[src/rtl/cue_aim_controller.sv]
// Cue aiming controller: keyboard-driven angle/power, sin/cos line vector,
// and a valid/ack shot handoff that waits for the table to settle.
module cue_aim_controller #(
    parameter int REPEAT_FRAMES = 4,
    parameter int POWER_MIN     = 16,
    parameter int POWER_MAX     = 192,
    parameter int POWER_STEP    = 4,
    parameter int SPEED_SHIFT   = 3
) (
    input  logic               clk,
    input  logic               resetN,
    input  logic               startOfFrame,
    input  logic               keyLeft,
    input  logic               keyRight,
    input  logic               keyUp,
    input  logic               keyDown,
    input  logic               keyEnterIsPressed,
    input  logic               ballsMoving,
    input  logic               shotAck,
    output logic signed [10:0] velocityX,
    output logic signed [10:0] velocityY,
    output logic               drawLineEnable,
    output logic signed [10:0] shotVelocityX,
    output logic signed [10:0] shotVelocityY,
    output logic               shotValid,
    output logic [5:0]         angle
);

    localparam int CNT_W = (REPEAT_FRAMES > 1) ? $clog2(REPEAT_FRAMES) : 1;

    typedef enum logic [1:0] {AIM, FIRE, WAIT_START, WAIT_STOP} state_t;

    state_t                state_q, state_d;
    logic [5:0]            angle_q, angle_d;
    logic [7:0]            power_q, power_d;
    logic [CNT_W-1:0]      rot_cnt_q, rot_cnt_d;
    logic [CNT_W-1:0]      pwr_cnt_q, pwr_cnt_d;
    logic                  enter_prev_q, enter_prev_d;
    logic                  shot_valid_q, shot_valid_d;
    logic                  draw_q, draw_d;
    logic signed [10:0]    shot_vx_q, shot_vx_d;
    logic signed [10:0]    shot_vy_q, shot_vy_d;
    logic signed [15:0]    prod_x_p1_q, prod_x_p1_d;
    logic signed [15:0]    prod_y_p1_q, prod_y_p1_d;
    logic signed [10:0]    vel_x_p2_q, vel_x_p2_d;
    logic signed [10:0]    vel_y_p2_q, vel_y_p2_d;
    logic                  enter_edge;
    logic                  rot_active, pwr_active;

    // Quarter-wave Q6 sine with quadrant mirroring; 64 represents 1.0.
    function automatic logic signed [7:0] sin_q6(input logic [5:0] a);
        logic [4:0] idx;
        logic [6:0] mag;
        idx = a[4] ? (5'd16 - {1'b0, a[3:0]}) : {1'b0, a[3:0]};
        case (idx)
            5'd0:  mag = 7'd0;
            5'd1:  mag = 7'd6;
            5'd2:  mag = 7'd12;
            5'd3:  mag = 7'd19;
            5'd4:  mag = 7'd24;
            5'd5:  mag = 7'd30;
            5'd6:  mag = 7'd36;
            5'd7:  mag = 7'd41;
            5'd8:  mag = 7'd45;
            5'd9:  mag = 7'd49;
            5'd10: mag = 7'd53;
            5'd11: mag = 7'd56;
            5'd12: mag = 7'd59;
            5'd13: mag = 7'd61;
            5'd14: mag = 7'd63;
            5'd15: mag = 7'd64;
            5'd16: mag = 7'd64;
            default: mag = 7'd0;
        endcase
        return a[5] ? -$signed({1'b0, mag}) : $signed({1'b0, mag});
    endfunction

    function automatic logic signed [15:0] mul_q6(input logic signed [7:0] s,
                                                  input logic [7:0] p);
        logic signed [15:0] a;
        logic signed [15:0] b;
        a = 16'(s);
        b = $signed({8'd0, p});
        return a * b;
    endfunction

    function automatic logic signed [10:0] asr6(input logic signed [15:0] p);
        logic signed [15:0] t;
        t = p >>> 6;
        return t[10:0];
    endfunction

    function automatic logic [7:0] power_up(input logic [7:0] p);
        logic [9:0] s;
        s = {2'b00, p} + 10'(POWER_STEP);
        return (s > 10'(POWER_MAX)) ? 8'(POWER_MAX) : s[7:0];
    endfunction

    function automatic logic [7:0] power_down(input logic [7:0] p);
        return ({2'b00, p} < 10'(POWER_MIN + POWER_STEP)) ? 8'(POWER_MIN)
                                                          : p - 8'(POWER_STEP);
    endfunction

    // Auto-repeat: step when the counter is at zero, wrap every REPEAT_FRAMES.
    function automatic logic [CNT_W-1:0] rep_next(input logic active,
                                                  input logic [CNT_W-1:0] cnt);
        if (!active)
            return '0;
        else if (cnt == CNT_W'(REPEAT_FRAMES - 1))
            return '0;
        else
            return cnt + 1'b1;
    endfunction

    assign enter_edge = keyEnterIsPressed & ~enter_prev_q;
    assign rot_active = keyLeft ^ keyRight;
    assign pwr_active = keyUp ^ keyDown;

    always_comb begin
        state_d      = state_q;
        angle_d      = angle_q;
        power_d      = power_q;
        rot_cnt_d    = rot_cnt_q;
        pwr_cnt_d    = pwr_cnt_q;
        shot_valid_d = shot_valid_q;
        draw_d       = draw_q;
        shot_vx_d    = shot_vx_q;
        shot_vy_d    = shot_vy_q;
        enter_prev_d = keyEnterIsPressed;

        case (state_q)
            AIM: begin
                if (startOfFrame) begin
                    if (rot_active && rot_cnt_q == '0)
                        angle_d = keyLeft ? angle_q + 6'd1 : angle_q - 6'd1;
                    if (pwr_active && pwr_cnt_q == '0)
                        power_d = keyUp ? power_up(power_q) : power_down(power_q);
                    rot_cnt_d = rep_next(rot_active, rot_cnt_q);
                    pwr_cnt_d = rep_next(pwr_active, pwr_cnt_q);
                end
                // The shot takes the vector already on the outputs, before any same-cycle step.
                if (enter_edge) begin
                    state_d      = FIRE;
                    shot_valid_d = 1'b1;
                    draw_d       = 1'b0;
                    shot_vx_d    = vel_x_p2_q >>> SPEED_SHIFT;
                    shot_vy_d    = vel_y_p2_q >>> SPEED_SHIFT;
                end
            end
            FIRE: begin
                rot_cnt_d = '0;
                pwr_cnt_d = '0;
                if (shotAck) begin
                    state_d      = WAIT_START;
                    shot_valid_d = 1'b0;
                end
            end
            WAIT_START: begin
                rot_cnt_d = '0;
                pwr_cnt_d = '0;
                if (ballsMoving)
                    state_d = WAIT_STOP;
            end
            default: begin
                rot_cnt_d = '0;
                pwr_cnt_d = '0;
                if (!ballsMoving) begin
                    state_d = AIM;
                    power_d = 8'(POWER_MIN);
                    draw_d  = 1'b1;
                end
            end
        endcase
    end

    always_comb begin
        prod_x_p1_d = mul_q6(sin_q6(angle_q + 6'd16), power_q);
        prod_y_p1_d = mul_q6(sin_q6(angle_q), power_q);
        vel_x_p2_d  = asr6(prod_x_p1_q);
        vel_y_p2_d  = -asr6(prod_y_p1_q);
    end

    always_ff @(posedge clk or negedge resetN) begin
        if (!resetN) begin
            state_q      <= AIM;
            angle_q      <= '0;
            power_q      <= 8'(POWER_MIN);
            rot_cnt_q    <= '0;
            pwr_cnt_q    <= '0;
            enter_prev_q <= 1'b1;
            shot_valid_q <= 1'b0;
            draw_q       <= 1'b1;
            shot_vx_q    <= '0;
            shot_vy_q    <= '0;
            prod_x_p1_q  <= 16'(64 * POWER_MIN);
            prod_y_p1_q  <= '0;
            vel_x_p2_q   <= 11'(POWER_MIN);
            vel_y_p2_q   <= '0;
        end else begin
            state_q      <= state_d;
            angle_q      <= angle_d;
            power_q      <= power_d;
            rot_cnt_q    <= rot_cnt_d;
            pwr_cnt_q    <= pwr_cnt_d;
            enter_prev_q <= enter_prev_d;
            shot_valid_q <= shot_valid_d;
            draw_q       <= draw_d;
            shot_vx_q    <= shot_vx_d;
            shot_vy_q    <= shot_vy_d;
            // p1: table lookup and multiply; p2: scale and sign for screen axes
            prod_x_p1_q  <= prod_x_p1_d;
            prod_y_p1_q  <= prod_y_p1_d;
            vel_x_p2_q   <= vel_x_p2_d;
            vel_y_p2_q   <= vel_y_p2_d;
        end
    end

    assign velocityX      = vel_x_p2_q;
    assign velocityY      = vel_y_p2_q;
    assign drawLineEnable = draw_q;
    assign shotVelocityX  = shot_vx_q;
    assign shotVelocityY  = shot_vy_q;
    assign shotValid      = shot_valid_q;
    assign angle          = angle_q;

endmodule
[config.mk]
export PLATFORM = sky130hd
export DESIGN_NAME = cue_aim_controller
export DESIGN_NICKNAME = d
export VERILOG_FILES = /design/src/rtl/cue_aim_controller.sv
export SDC_FILE = /design/constraint.sdc
export NUM_CORES = 1
export LEC_CHECK = 0
export CAP_MARGIN = 10
export CORE_ASPECT_RATIO = 1.1
export CORE_UTILIZATION = 35
export DETAILED_ROUTE_END_ITERATION = 8
export PLACE_DENSITY = 0.57
export SYNTH_ARGS = -nofsm -noshare
export SYNTH_HDL_FRONTEND = slang
export SYNTH_SLANG_ARGS = --single-unit
export TNS_END_PERCENT = 100
[constraint.sdc]
create_clock -name clk -period 10.75 [get_ports clk]
set_clock_uncertainty 0.2 [all_clocks]
set_input_delay 2.15 -clock clk [delete_from_list [all_inputs] [get_ports clk]]
set_output_delay 2.15 -clock clk [all_outputs]
set_load 0.02 [all_outputs]
==> flow_summary.ini <==
[critical_path]
crit_top_cell = inv_1
end_kind = flip-flop
cp_slowest_cell = dfrtp_1
required_ns = 10.82
crit_type = flip-flop to flip-flop
path_max_fanout = 22
cp_data_arrival_time_ns = 8.66
cp-start-kind = flip-flop
slowest_delay_ns = 0.88

[clocking]
post_cts_buffers = 0
clk_latency_ns = 0.35
cts_resized = 0
cts_made_buffers = 9
hold_buffers = 0
htree_num_levels = 3
cts.clk_slew.worst_paths_ns = 0.07
tritoncts = done
clock-sinks = 77
cts_buffer_depth = 2
cts-root-buf = clkbuf_16

[floorplan]
die_w_um = 148
die-area_um2 = 24000
die_h_um = 162
initial_core_util_pct = 35.7
coreArea_um2 = 22900
rows = 58
pin_count = 62

[timing]
final-setup-viol-count = 0
hold_viol_final = 0
finalMaxSlewViolations = 0
final.setup.tns_ns = 0
rsz0062_at_grt = no
period_needed_ns = 8.58
worst-slew-pin-transition_ns = 0.881
timing.final.crit_share_pct = 79.8
timing.fmax_ghz = 0.116
finalWorstSetupSlack_ns = 2.17
maxSlewHeadroom_pct = 40.9

[flow_run]
cap_violations = 0

[cells_and_area]
drive_gt1_share_pct = 7.13
fillerInstances = 2333
instances_no_fill = 1226
nets = 1100
synthToLayoutAreaGrowth_pct = 14.5
diodes = 0

[synth]
ys_warn_count = 0
synth_edf_count = 0
synth_area_um2 = 8180
ys_seq_area_share_pct = 23.6
synthFlopType = dfrtp_1
ys_ff_latch = 77
ys_types = 78
async_flop_share_pct = 100
syn_avg_cell_area_um2 = 9.47
synthCells = 864

[grt]
grt_max_degree = 60
antenna_found_initial = 0
grt_pass1_wl_mm = 27.7
overflow = 0
grt_pass1_vias = 5759
grt_usage_pct = 14.4

[route]
via_count = 5938
drcViolationCount = 0
first_pass_iters = 7
wl_per_cell_um = 12.9
drt-initial-drc-count = 345
drtAntennaViolNets = 0
vias_per_cell = 4.84
drt-total-wl_mm = 15.8

[min_path]
hp-class = flip-flop to flip-flop

[placement]
port_buffers = 61
gp_congestion = 0.835
place_ws_ns = 2.18
dp.cells = 1210
hpwl_mm = 12.0

[outcome]
outcome = complete, no violations
## registers in the layout, summed over array words and instances (netlist names)
register and count:
pwr_cnt_q 2, state_q 2, enter_prev_q 1, velocityY 11, prod_y_p1_q 10, shotVelocityX 7, power_q 6, shotVelocityY 8
prod_x_p1_q 10, rot_cnt_q 2, angle 6, shotValid 1, drawLineEnable 1, velocityX 10
## stage by stage
step           hold WS, ns  util, %  instance area (um^2)
2_1_floorplan        0.131        -                  8240
3_3_place_gp         0.133     39.5                  9060
3_5_place_dp         0.136     39.5                  9060
4_1_cts              0.150     40.8                  9360
5_1_grt              0.153     40.8                  9360
6_report             0.144     40.8                  9360
## synthesized netlist by cell type, drive strengths merged, types with 9 or more instances
cell type | number | area [um^2]
xor2 | 26 | 228
nor3 | 16 | 80.1
nor2b | 20 | 125
nand2b | 17 | 106
and2 | 41 | 257
dfrtp | 72 | 1800
fa | 65 | 1300
clkbuf | 16 | 60.1
a21oi | 31 | 155
nand3 | 9 | 45.0
o21ai | 33 | 176
xnor2 | 34 | 298
buf | 18 | 123
ha | 104 | 1300
inv | 131 | 492
nand2 | 42 | 158
mux2 | 18 | 203
nor2 | 57 | 214
## layer usage
metal	vias up	routed length (um)	global-route usage (%)	part of all wire, %
li1	2931	-	-	-
met1	2879	7800	19.9	49
met2	109	7220	23.0	46
met3	19	525	2.10	3.3
met4	0	271	4.59	1.7
met5	-	0	0	0
## placed cells by master (no fill, tap or decap), types with 6 or more instances in the layout
| cell type | Yosys | final |
|---|---|---|
| dfrtp_1 | 72 | 72 |
| o21ai_0 | 30 | 30 |
| and2_1 | 40 | 40 |
| fa_1 | 65 | 65 |
| xnor2_1 | 34 | 34 |
| xor2_1 | 26 | 26 |
| o21bai_1 | 6 | 6 |
| nor2b_1 | 20 | 20 |
| nor3_1 | 16 | 16 |
| mux2_2 | 18 | 18 |
| nand3_1 | 9 | 9 |
| nand4_1 | 6 | 6 |
| nand2b_1 | 17 | 17 |
| clkdlybuf4s50_1 | 0 | 60 |
| ha_1 | 104 | 104 |
| inv_1 | 130 | 130 |
| conb_1 | 2 | 18 |
| clkbuf_16 | 0 | 9 |
| a21oi_1 | 31 | 31 |
| nand2_1 | 42 | 42 |
| nor2_1 | 57 | 57 |
| a21o_1 | 7 | 7 |
## logic make-up after synthesis
logic type	synth area share, %
multiplexers	3.00
adder cells (fa/ha/maj)	31.8
AO/OA/AOI/OAI	11.4
other	0.0918
XOR/XNOR	6.70
AND/OR/NAND/NOR	15.1
flip-flops	23.6
buffers and inverters	8.34
## path summary, 6_finish.rpt
kind	cells past startpoint	slack, ns	endpoint	start
max in group asynchronous	2	7.86	prod_y_p1_q[7]	resetN
min in group asynchronous	1	1.46	shotVelocityX[2]	resetN
min	0	0.14	velocityX[7]	prod_x_p1_q[13]
max reg2reg	28	2.17	prod_x_p1_q[12]	angle[0]
max	28	2.17	prod_x_p1_q[12]	angle[0]
min reg2reg	0	0.14	velocityX[7]	prod_x_p1_q[13]
## critical path: cells and delay by family (launching register included)
kind                     cells  cell delay, ns
AO/OA/AOI/OAI                7            2.53
flip-flops                   1            0.88
buffers and inverters        9            0.87
AND/OR/NAND/NOR              4            0.90
adder cells (fa/ha/maj)      7            2.98
XOR/XNOR                     1            0.13
## cell type report
cell class,instances,area [um^2],area share (%)
multi-input cells,636,5630,60.1
well taps,300,375,4.01
clock inverters,6,70.1,0.748
clock buffers,10,229,2.45
repair buffers,64,631,6.74
flip-flops and latches,77,1930,20.6
inverters,133,499,5.33
Power is left out: the tool's default activity adds up to more than one toggle a clock period on the data nets, which glitch-free logic cannot reach.
